### src/rtl/qk_pair_issuer.sv
`default_nettype none
// +--------------------------------------------------------------------------+
// | Module      : qk_pair_issuer                                             |
// | Description : Holds a Q bank and a K bank of operand entries and replays |
// |               entries 0..J_eff-1 as registered QK pairs over a           |
// |               valid/ready handshake, pass after pass, until stage 5      |
// |               raises finished or the pass cap is reached.                |
// | Ports       : clk, rst (async, active-low)                               |
// |               start/J_size/max_pass   - job launch, sampled in IDLE      |
// |               wr_valid/wr_ready/wr_sel/wr_addr/wr_data - bank fill       |
// |               QK/qk_valid/qk_ready/qk_idx/pass_end - pair stream         |
// |               finished                - stage-5 termination request      |
// |               pass_cnt/busy/done      - job status                       |
// | Revision    : 1.0 - initial release                                      |
// +--------------------------------------------------------------------------+
module qk_pair_issuer #(
  parameter int WIDTH         = 16,
  parameter int parallel_size = 2,
  parameter int para          = 8,
  parameter int DEPTH         = 16
) (
  input  logic                                     clk,
  input  logic                                     rst,
  input  logic                                     start,
  input  logic [para-1:0]                          J_size,
  input  logic [para-1:0]                          max_pass,
  input  logic                                     wr_valid,
  output logic                                     wr_ready,
  input  logic                                     wr_sel,
  input  logic [$clog2(DEPTH)-1:0]                 wr_addr,
  input  logic [parallel_size*WIDTH-1:0]           wr_data,
  output logic [1:0][parallel_size-1:0][WIDTH-1:0] QK,
  output logic                                     qk_valid,
  input  logic                                     qk_ready,
  output logic [$clog2(DEPTH)-1:0]                 qk_idx,
  output logic                                     pass_end,
  input  logic                                     finished,
  output logic [para-1:0]                          pass_cnt,
  output logic                                     busy,
  output logic                                     done
);

  localparam int AW = $clog2(DEPTH);
  localparam int EW = parallel_size * WIDTH;

  localparam logic [1:0] S_IDLE  = 2'd0;
  localparam logic [1:0] S_ISSUE = 2'd1;
  localparam logic [1:0] S_DONE  = 2'd2;

  logic [1:0]    r_state;
  logic [EW-1:0] r_bank_q [DEPTH];
  logic [EW-1:0] r_bank_k [DEPTH];

  logic [AW-1:0]   r_rd_idx;   // next index to load into the output register
  logic [AW-1:0]   r_j_last;   // J_eff - 1 for the running job
  logic [para-1:0] r_max_pass;
  logic [para-1:0] r_pass_cnt;
  logic [2*EW-1:0] r_qk;
  logic            r_qk_valid;
  logic [AW-1:0]   r_qk_idx;
  logic            r_pass_end;
  logic            r_busy;
  logic            r_done;

  logic [para-1:0] w_j_eff;
  logic [AW-1:0]   w_last_start;
  logic [AW-1:0]   w_rd_sel;
  logic [para-1:0] w_cnt_inc;
  logic            w_hs;
  logic            w_cap_hit;
  logic            w_stop;
  logic            w_load;

  assign wr_ready = (r_state == S_IDLE);

  // Banks are not reset; they only change while idle.
  always_ff @(posedge clk) begin
    if (wr_valid && wr_ready) begin
      if (wr_sel) begin
        r_bank_q[wr_addr] <= wr_data;
      end else begin
        r_bank_k[wr_addr] <= wr_data;
      end
    end
  end

  // J_size above DEPTH is clamped so a pass never reads past the bank.
  always_comb begin
    w_j_eff = J_size;
    if (32'(J_size) > 32'(DEPTH)) begin
      w_j_eff = para'(DEPTH);
    end
  end

  assign w_last_start = AW'(w_j_eff - para'(1));

  // The first pair of a job is loaded in the same edge that accepts start.
  assign w_rd_sel  = (r_state == S_IDLE) ? '0 : r_rd_idx;

  assign w_hs      = r_qk_valid && qk_ready;
  assign w_cnt_inc = (r_pass_cnt == '1) ? r_pass_cnt : r_pass_cnt + para'(1);
  assign w_cap_hit = w_hs && r_pass_end && (r_max_pass != '0) &&
                     (w_cnt_inc == r_max_pass);
  assign w_stop    = finished || w_cap_hit;
  assign w_load    = !r_qk_valid || qk_ready;

  always_ff @(posedge clk or negedge rst) begin
    if (!rst) begin
      r_state    <= S_IDLE;
      r_rd_idx   <= '0;
      r_j_last   <= '0;
      r_max_pass <= '0;
      r_pass_cnt <= '0;
      r_qk       <= '0;
      r_qk_valid <= 1'b0;
      r_qk_idx   <= '0;
      r_pass_end <= 1'b0;
      r_busy     <= 1'b0;
      r_done     <= 1'b0;
    end else begin
      r_done <= 1'b0;
      case (r_state)
        S_IDLE: begin
          if (start) begin
            r_j_last   <= w_last_start;
            r_max_pass <= max_pass;
            r_pass_cnt <= '0;
            r_busy     <= 1'b1;
            if (w_j_eff == '0) begin
              r_state <= S_DONE;
              r_done  <= 1'b1;
            end else begin
              r_state    <= S_ISSUE;
              r_qk       <= {r_bank_q[w_rd_sel], r_bank_k[w_rd_sel]};
              r_qk_valid <= 1'b1;
              r_qk_idx   <= '0;
              r_pass_end <= (w_last_start == '0);
              r_rd_idx   <= (w_last_start == '0) ? '0 : AW'(1);
            end
          end
        end
        S_ISSUE: begin
          if (w_hs && r_pass_end) begin
            r_pass_cnt <= w_cnt_inc;
          end
          // finished and the pass cap share one exit, so only one done pulse.
          if (w_stop) begin
            r_qk_valid <= 1'b0;
            r_state    <= S_DONE;
            r_done     <= 1'b1;
          end else if (w_load) begin
            r_qk       <= {r_bank_q[w_rd_sel], r_bank_k[w_rd_sel]};
            r_qk_valid <= 1'b1;
            r_qk_idx   <= r_rd_idx;
            r_pass_end <= (r_rd_idx == r_j_last);
            r_rd_idx   <= (r_rd_idx == r_j_last) ? '0 : r_rd_idx + AW'(1);
          end
        end
        S_DONE: begin
          r_state <= S_IDLE;
          r_busy  <= 1'b0;
        end
        default: begin
          r_state    <= S_IDLE;
          r_busy     <= 1'b0;
          r_qk_valid <= 1'b0;
        end
      endcase
    end
  end

  assign QK       = r_qk;
  assign qk_valid = r_qk_valid;
  assign qk_idx   = r_qk_idx;
  assign pass_end = r_pass_end;
  assign pass_cnt = r_pass_cnt;
  assign busy     = r_busy;
  assign done     = r_done;

endmodule
`default_nettype wire
### config.mk
export PLATFORM = sky130hd
export DESIGN_NAME = qk_pair_issuer
export DESIGN_NICKNAME = d
export VERILOG_FILES = /design/src/rtl/qk_pair_issuer.sv
export SDC_FILE = /design/constraint.sdc
export NUM_CORES = 1
export LEC_CHECK = 0
export BUFFER_PORTS_ARGS = -buffer_cell sky130_fd_sc_hd__buf_2
export CELL_PAD_IN_SITES_DETAIL_PLACEMENT = 0
export CELL_PAD_IN_SITES_GLOBAL_PLACEMENT = 1
export CORE_ASPECT_RATIO = 0.5
export CORE_UTILIZATION = 31
export CTS_CLUSTER_DIAMETER = 50
export DETAILED_ROUTE_END_ITERATION = 10
export PLACE_DENSITY = 0.59
export SYNTH_ARGS = -nofsm -noshare
export SYNTH_HDL_FRONTEND = slang
export SYNTH_SLANG_ARGS = --single-unit
export TNS_END_PERCENT = 10
### constraint.sdc
create_clock -name clk -period 10.4 [get_ports clk]
set_input_delay 1.04 -clock clk [delete_from_list [all_inputs] [get_ports clk]]
set_output_delay 1.04 -clock clk [all_outputs]
set_load 0.02 [all_outputs]
# After elaboration in Yosys (flattened, before gate mapping)

Memory sizes are Yosys's and may differ from the RTL's.
Index checks and enable logic that the tools add are counted.
Widths: inputs -> output; s select.

$add $sub $neg: 3
Magnitude comparators: 1
Equal/unequal tests: 12
Mux-type cells: 49
Bitwise gates (word level): 2
Reduce and logical (&&, ||, !) cells: 19

Operator list:

| operator            | count |
|---|---|
| $mux 64             | 4 |
| $pmux 64 s2         | 1 |
| $mux 4              | 10 |
| $mux 8              | 4 |
| $mux 1              | 19 |
| $pmux 4 s2          | 2 |
| $pmux 8 s2          | 1 |
| $ne 2x2->1 const B  | 6 |
| $add 8x1->8 const B | 1 |
| $eq 8x8->1          | 1 |
| $eq 8x8->1 const B  | 1 |
| $gt 8x5->1 const B  | 1 |
| $logic_not 8->1     | 1 |
| $reduce_bool 8->1   | 1 |
| $mux 2              | 3 |
| $pmux 1 s2          | 3 |
| $reduce_and 2->1    | 3 |
| $logic_and 1x1->1   | 5 |
| $reduce_and 5->1    | 1 |
| $add 4x1->4 const B | 1 |
| $eq 4x4->1          | 1 |
| $logic_not 4->1     | 1 |
| $pmux 2 s2          | 1 |
| $reduce_and 4->1    | 1 |
| 11 further kinds    | 13 |

Register bits after elaboration: 98
Bits in writable memories: 1,024
Input bits: 59
Word-level logic and storage cells: 99
Memories kept: 2

Memories:

| memory   | words | width | read ports | clocked after Yosys merged registers in | wr ports | RTL line | source |
|---|---|---|---|---|---|---|---|
| r_bank_k | 16    | 32    | 1          | 0                                       | 1        | 52       | `logic [EW-1:0] r_bank_k [DEPTH];` |
| r_bank_q | 16    | 32    | 1          | 0                                       | 1        | 51       | `logic [EW-1:0] r_bank_q [DEPTH];` |

# Depth between registers and ports, before layout

Word-level depth: 8
Depth in mapped cells: 11

# Worst setup path before layout

Ideal clock, no wire load.

Path type: input to register
Start: in wr_addr[0]
End: mem r_bank_k[1][0] (netlist name), enable pin
Arrival: 4.007 ns
Required time: 9.939 ns
Setup slack: 5.932 ns
Cell stages on the path: 4
Path through: clkbuf_1 -> nand2b_1 -> or3_1 -> nor3_1

RTL lines:

| what               | RTL line | source |
|---|---|---|
| start: declaration | 30       | `input logic [$clog2(DEPTH)-1:0] wr_addr,` |
| end: declaration   | 52       |  |

Straight into the memory's write port.

# Worst setup path in the final report

Start: reg r_pass_cnt[0] (netlist: pass_cnt[0])
End: reg r_qk[11] (netlist: QK[11])

Longest elaborated chain between the ends: 7

RTL lines:

| what                                      | RTL line | source |
|---|---|---|
| start: declaration                        | 57       | `logic [para-1:0] r_pass_cnt;` |
| start signal: assignment                  | 144      | `r_pass_cnt <= w_cnt_inc;` |
| $add 8x1->8 or $eq 8x8->1 (tied branches) | 101      | `assign w_cnt_inc = (r_pass_cnt == '1) ? r_pass_cnt : r_pass_cnt + para'(1);` |
| $mux 8 *                                  | 101      |  |
| $eq 8x8->1 *                              | 103      | `(w_cnt_inc == r_max_pass);` |
| $logic_and 1x1->1 *                       | 102      | `assign w_cap_hit = w_hs && r_pass_end && (r_max_pass != '0) &&` |
| $logic_or 1x1->1 *                        | 104      | `assign w_stop = finished \|\| w_cap_hit;` |
| $ne 2x2->1 (no line) *                    | -        |  |
| $reduce_and 5->1 (no line) *              | -        |  |
| end signal: assignment                    | 134      | `r_qk <= {r_bank_q[w_rd_sel], r_bank_k[w_rd_sel]};` |
| end signal: assignment                    | 152      | `r_qk <= {r_bank_q[w_rd_sel], r_bank_k[w_rd_sel]};` |
| end: declaration                          | 58       | `logic [2*EW-1:0] r_qk;` |

Every way passes the cells marked *; elsewhere a longest branch is shown, timed or not.
A chain may end at the register's enable or synchronous reset.

==> impl_metrics.py <==
metrics = {
    "synthesis": {
        "ys_async_sr_fraction_pct": 8.73,
        "ys_warn_count": 0,
        "synth.area.top_cells": "edfxtp_1 72%, dfrtp_1 5.7%, o221ai_1 5.2%, nand2_1 5.0%, a31oi_1 1.9%",
        "synth.largest_area_cell": "edfxtp_1",
        "synth-edff-count": 1024,
        "synth.avg_cell_area_um2": 15.4,
        "ys_seq_area_share_pct": 77.7,
        "yosys.cell_types.count": 53,
        "synth-main-ff-cell": "edfxtp_1",
        "yosysTopAreaCellShare_pct": 72.0,
        "netlist_instances": 2783,
        "netlist_area_mm2": 0.0427,
        "ys_seq_elements": 1122,
        "syn_nets": 2847,
    },
    "flow_run": {
        "max_cap_violations": 0,
    },
    "sta": {
        "setup_viol": 0,
        "period_share_pct": 43.3,
        "slew_headroom_pct": 17.9,
        "min_period_ns": 4.50,
        "max_freq_ghz": 0.222,
        "skew_ns": 0.0247,
        "worst_pin_slew_ns": 1.23,
        "setup_tns_ns": 0,
        "finalHoldViolCount": 0,
        "slew_viol_final": 0,
        "rsz0062_at_grt": "false",
    },
    "clock_tree": {
        "cts_tree": "done",
        "clk_latency_ns": 0.71,
        "htree_num_levels": 3,
        "clock-sinks": 1122,
        "postCtsSetupBuffers": 0,
        "clkTransAtPathRegs_ns": 0.07,
        "clockRootBuffer": "clkbuf_16",
        "hold_buffers": 0,
        "ctsResizeCount": 0,
        "cts_buffer_depth": 3,
        "cts-buffers-inserted": 112,
    },
    "setup_path": {
        "endpoint_kind": "flip-flop",
        "required_ns": 10.98,
        "cp-start-kind": "flip-flop",
        "cpMaxStageDelayCell": "buf_4",
        "crit_chain": "ha_1 -> nand3_1 -> or3_1 -> a21oi_1 -> a2111oi_2 -> a31oi_1 -> buf_4 -> a22o_4 -> buf_4 -> mux2_2",
        "crit_path_max_fanout": 43,
        "r2r_cells": 10,
        "critPathKind": "reg2reg",
        "crit_top_cell": "buf_4",
        "worstPathArrival_ns": 5.08,
        "crit_path_max_incr_delay_ns": 0.86,
    },
    "finish": {
        "most-common-layout-cells": "1024 x edfxtp_1, 564 x nand2_1, 256 x o221ai_1",
        "syn2layout_area_growth_pct": 16.0,
        "nFillCells": 12800,
        "final_cell_area_mm2": 0.0496,
        "drive_gt1_share_pct": 16.5,
        "final_common_cell": "edfxtp_1",
        "nNetsFinal": 2961,
    },
    "placed_design": {
        "dpl-instance-area_mm2": 0.0456,
        "place_hpwl_um": 59300,
        "portBuffers": 139,
        "place.gp.congestion": 0.770,
    },
    "routing": {
        "finalWirelength_um": 124000,
        "post-route-drc-count": 0,
        "drt_pass1_iterations": 7,
        "initialDrtViolationCount": 2817,
        "postRouteAntennaNets": 0,
        "wl_per_cell_um": 25.9,
        "route.vias.total": 25900,
        "vias_per_cell": 5.40,
    },
    "grt": {
        "grt_pass1_vias": 25600,
        "grt_pass1_wl_um": 179000,
        "antenna_found_initial": 10,
        "grt_use_total_pct": 17.5,
        "overflow": 0,
        "grt_max_degree": 169,
    },
    "floorplan": {
        "die_y_um": 265,
        "boundaryPins": 140,
        "rows": 95,
        "coreArea_mm2": 0.136,
        "dieWidth_um": 527,
        "initial_core_util_pct": 31.5,
        "die_area_mm2": 0.139,
    },
    "pwr": {
        "p_leak_nw": 16.3,
        "worst_ir_drop_vdd_mv": 0.180,
        "power_density_mw_per_mm2": 242,
    },
    "min_path": {
        "min_path_type": "in2async",
    },
    "run_status": {
        "status": "finished clean",
    },
}
## routing by layer
metal	GRT usage, %	routed length [um]	vias up
met5	0	0	-
met2	29.6	60500	858
met3	2.51	7320	167
met4	4.22	2290	0
li1	-	-	11200
met1	23.8	54200	13600
## power by group
group          internal [mW]  leakage (nW)  switching, mW
clock                   2.52          1.92           1.76
sequential              5.13          10.4          0.162
combinational          0.781          3.98           1.65
total                   8.43          16.3           3.58
## worst paths after layout
check / start / endpoint / slack, ns
max: pass_cnt[0] / QK[11] / 5.90
min: rst / QK[28] / 0.29
max reg2reg: pass_cnt[0] / QK[11] / 5.90
min reg2reg: QK[3] / QK[3] / 0.50
max in group asynchronous: rst / QK[52] / 8.64
min in group clk: QK[3] / QK[3] / 0.50
## final cells by class
class	instances	area, um^2	share of cell area, %
Antenna cell	5	12.5	0.0253
Clock buffer	141	3060	6.18
Clock inverter	72	857	1.73
Inverter	7	26.3	0.0530
Multi-Input combinational cell	1458	9000	18.2
Sequential cell	1122	33200	67.0
Tap cell	1794	2240	4.53
Timing Repair Buffer	196	1140	2.31
## Yosys cell counts (3+ instances only)
| master | count |
|---|---|
| nor3_1 | 13 |
| clkbuf_1 | 173 |
| or2_2 | 3 |
| buf_6 | 4 |
| and3_1 | 67 |
| mux2_2 | 49 |
| ha_1 | 5 |
| nor2_1 | 40 |
| mux2_4 | 18 |
| edfxtp_1 | 1024 |
| or3_1 | 3 |
| a31oi_1 | 133 |
| or4_1 | 64 |
| o21ai_0 | 16 |
| buf_1 | 9 |
| o221ai_1 | 256 |
| nand2_1 | 565 |
| nand2b_1 | 6 |
| nor4_1 | 5 |
| o22ai_1 | 68 |
| nand3_1 | 15 |
| xnor2_1 | 13 |
| dfrtp_1 | 98 |
| a211oi_1 | 4 |
| and2_1 | 7 |
| a21oi_1 | 73 |
| buf_2 | 9 |
| inv_1 | 6 |
| nand4_1 | 6 |
## state kept, by name (all words and copies together), names as in the netlist, 2 cells and up
name,flops
qk_idx,4
r_max_pass,8
r_bank_q,512
QK,64
r_state,2
r_j_last,4
r_rd_idx,4
pass_cnt,8
r_bank_k,512
## critical path, delay by kind of cell, from the launching register on
kind / cells / cell delay, ns
flip-flops: 1 / 0.45
buffers and inverters: 2 / 1.10
adder cells (fa/ha/maj): 1 / 0.43
AND/OR/NAND/NOR: 2 / 0.83
multiplexers: 1 / 0.42
AO/OA/AOI/OAI: 4 / 1.09
## cell families (layout without fill, tap and decap cells)
group | after synthesis | in the layout | share of synthesized area [%]
AND/OR/NAND/NOR | 806 | 806 | 8.42
XOR/XNOR | 15 | 15 | 0.307
buffers and inverters | 203 | 416 | 1.89
adder cells (fa/ha/maj) | 5 | 5 | 0.146
other | 0 | 5 | 0
flip-flops | 1122 | 1122 | 77.7
AO/OA/AOI/OAI | 565 | 565 | 9.61
multiplexers | 67 | 67 | 1.92
## stage by stage
stage	utilization, %	hold WS, ns	power, mW	worst slack (ns)	cells
final	36.6	0.289	12.0	5.90	4795
after global routing	36.6	0.273	12.4	5.69	4794
after CTS	36.6	0.266	12.1	5.88	4790
after detailed placement	33.7	0.488	7.85	5.52	4577
after global placement	33.7	0.488	7.83	5.64	4577
after floorplan	-	0.465	6.85	5.93	2783
(Power assumes the default switching activity.)
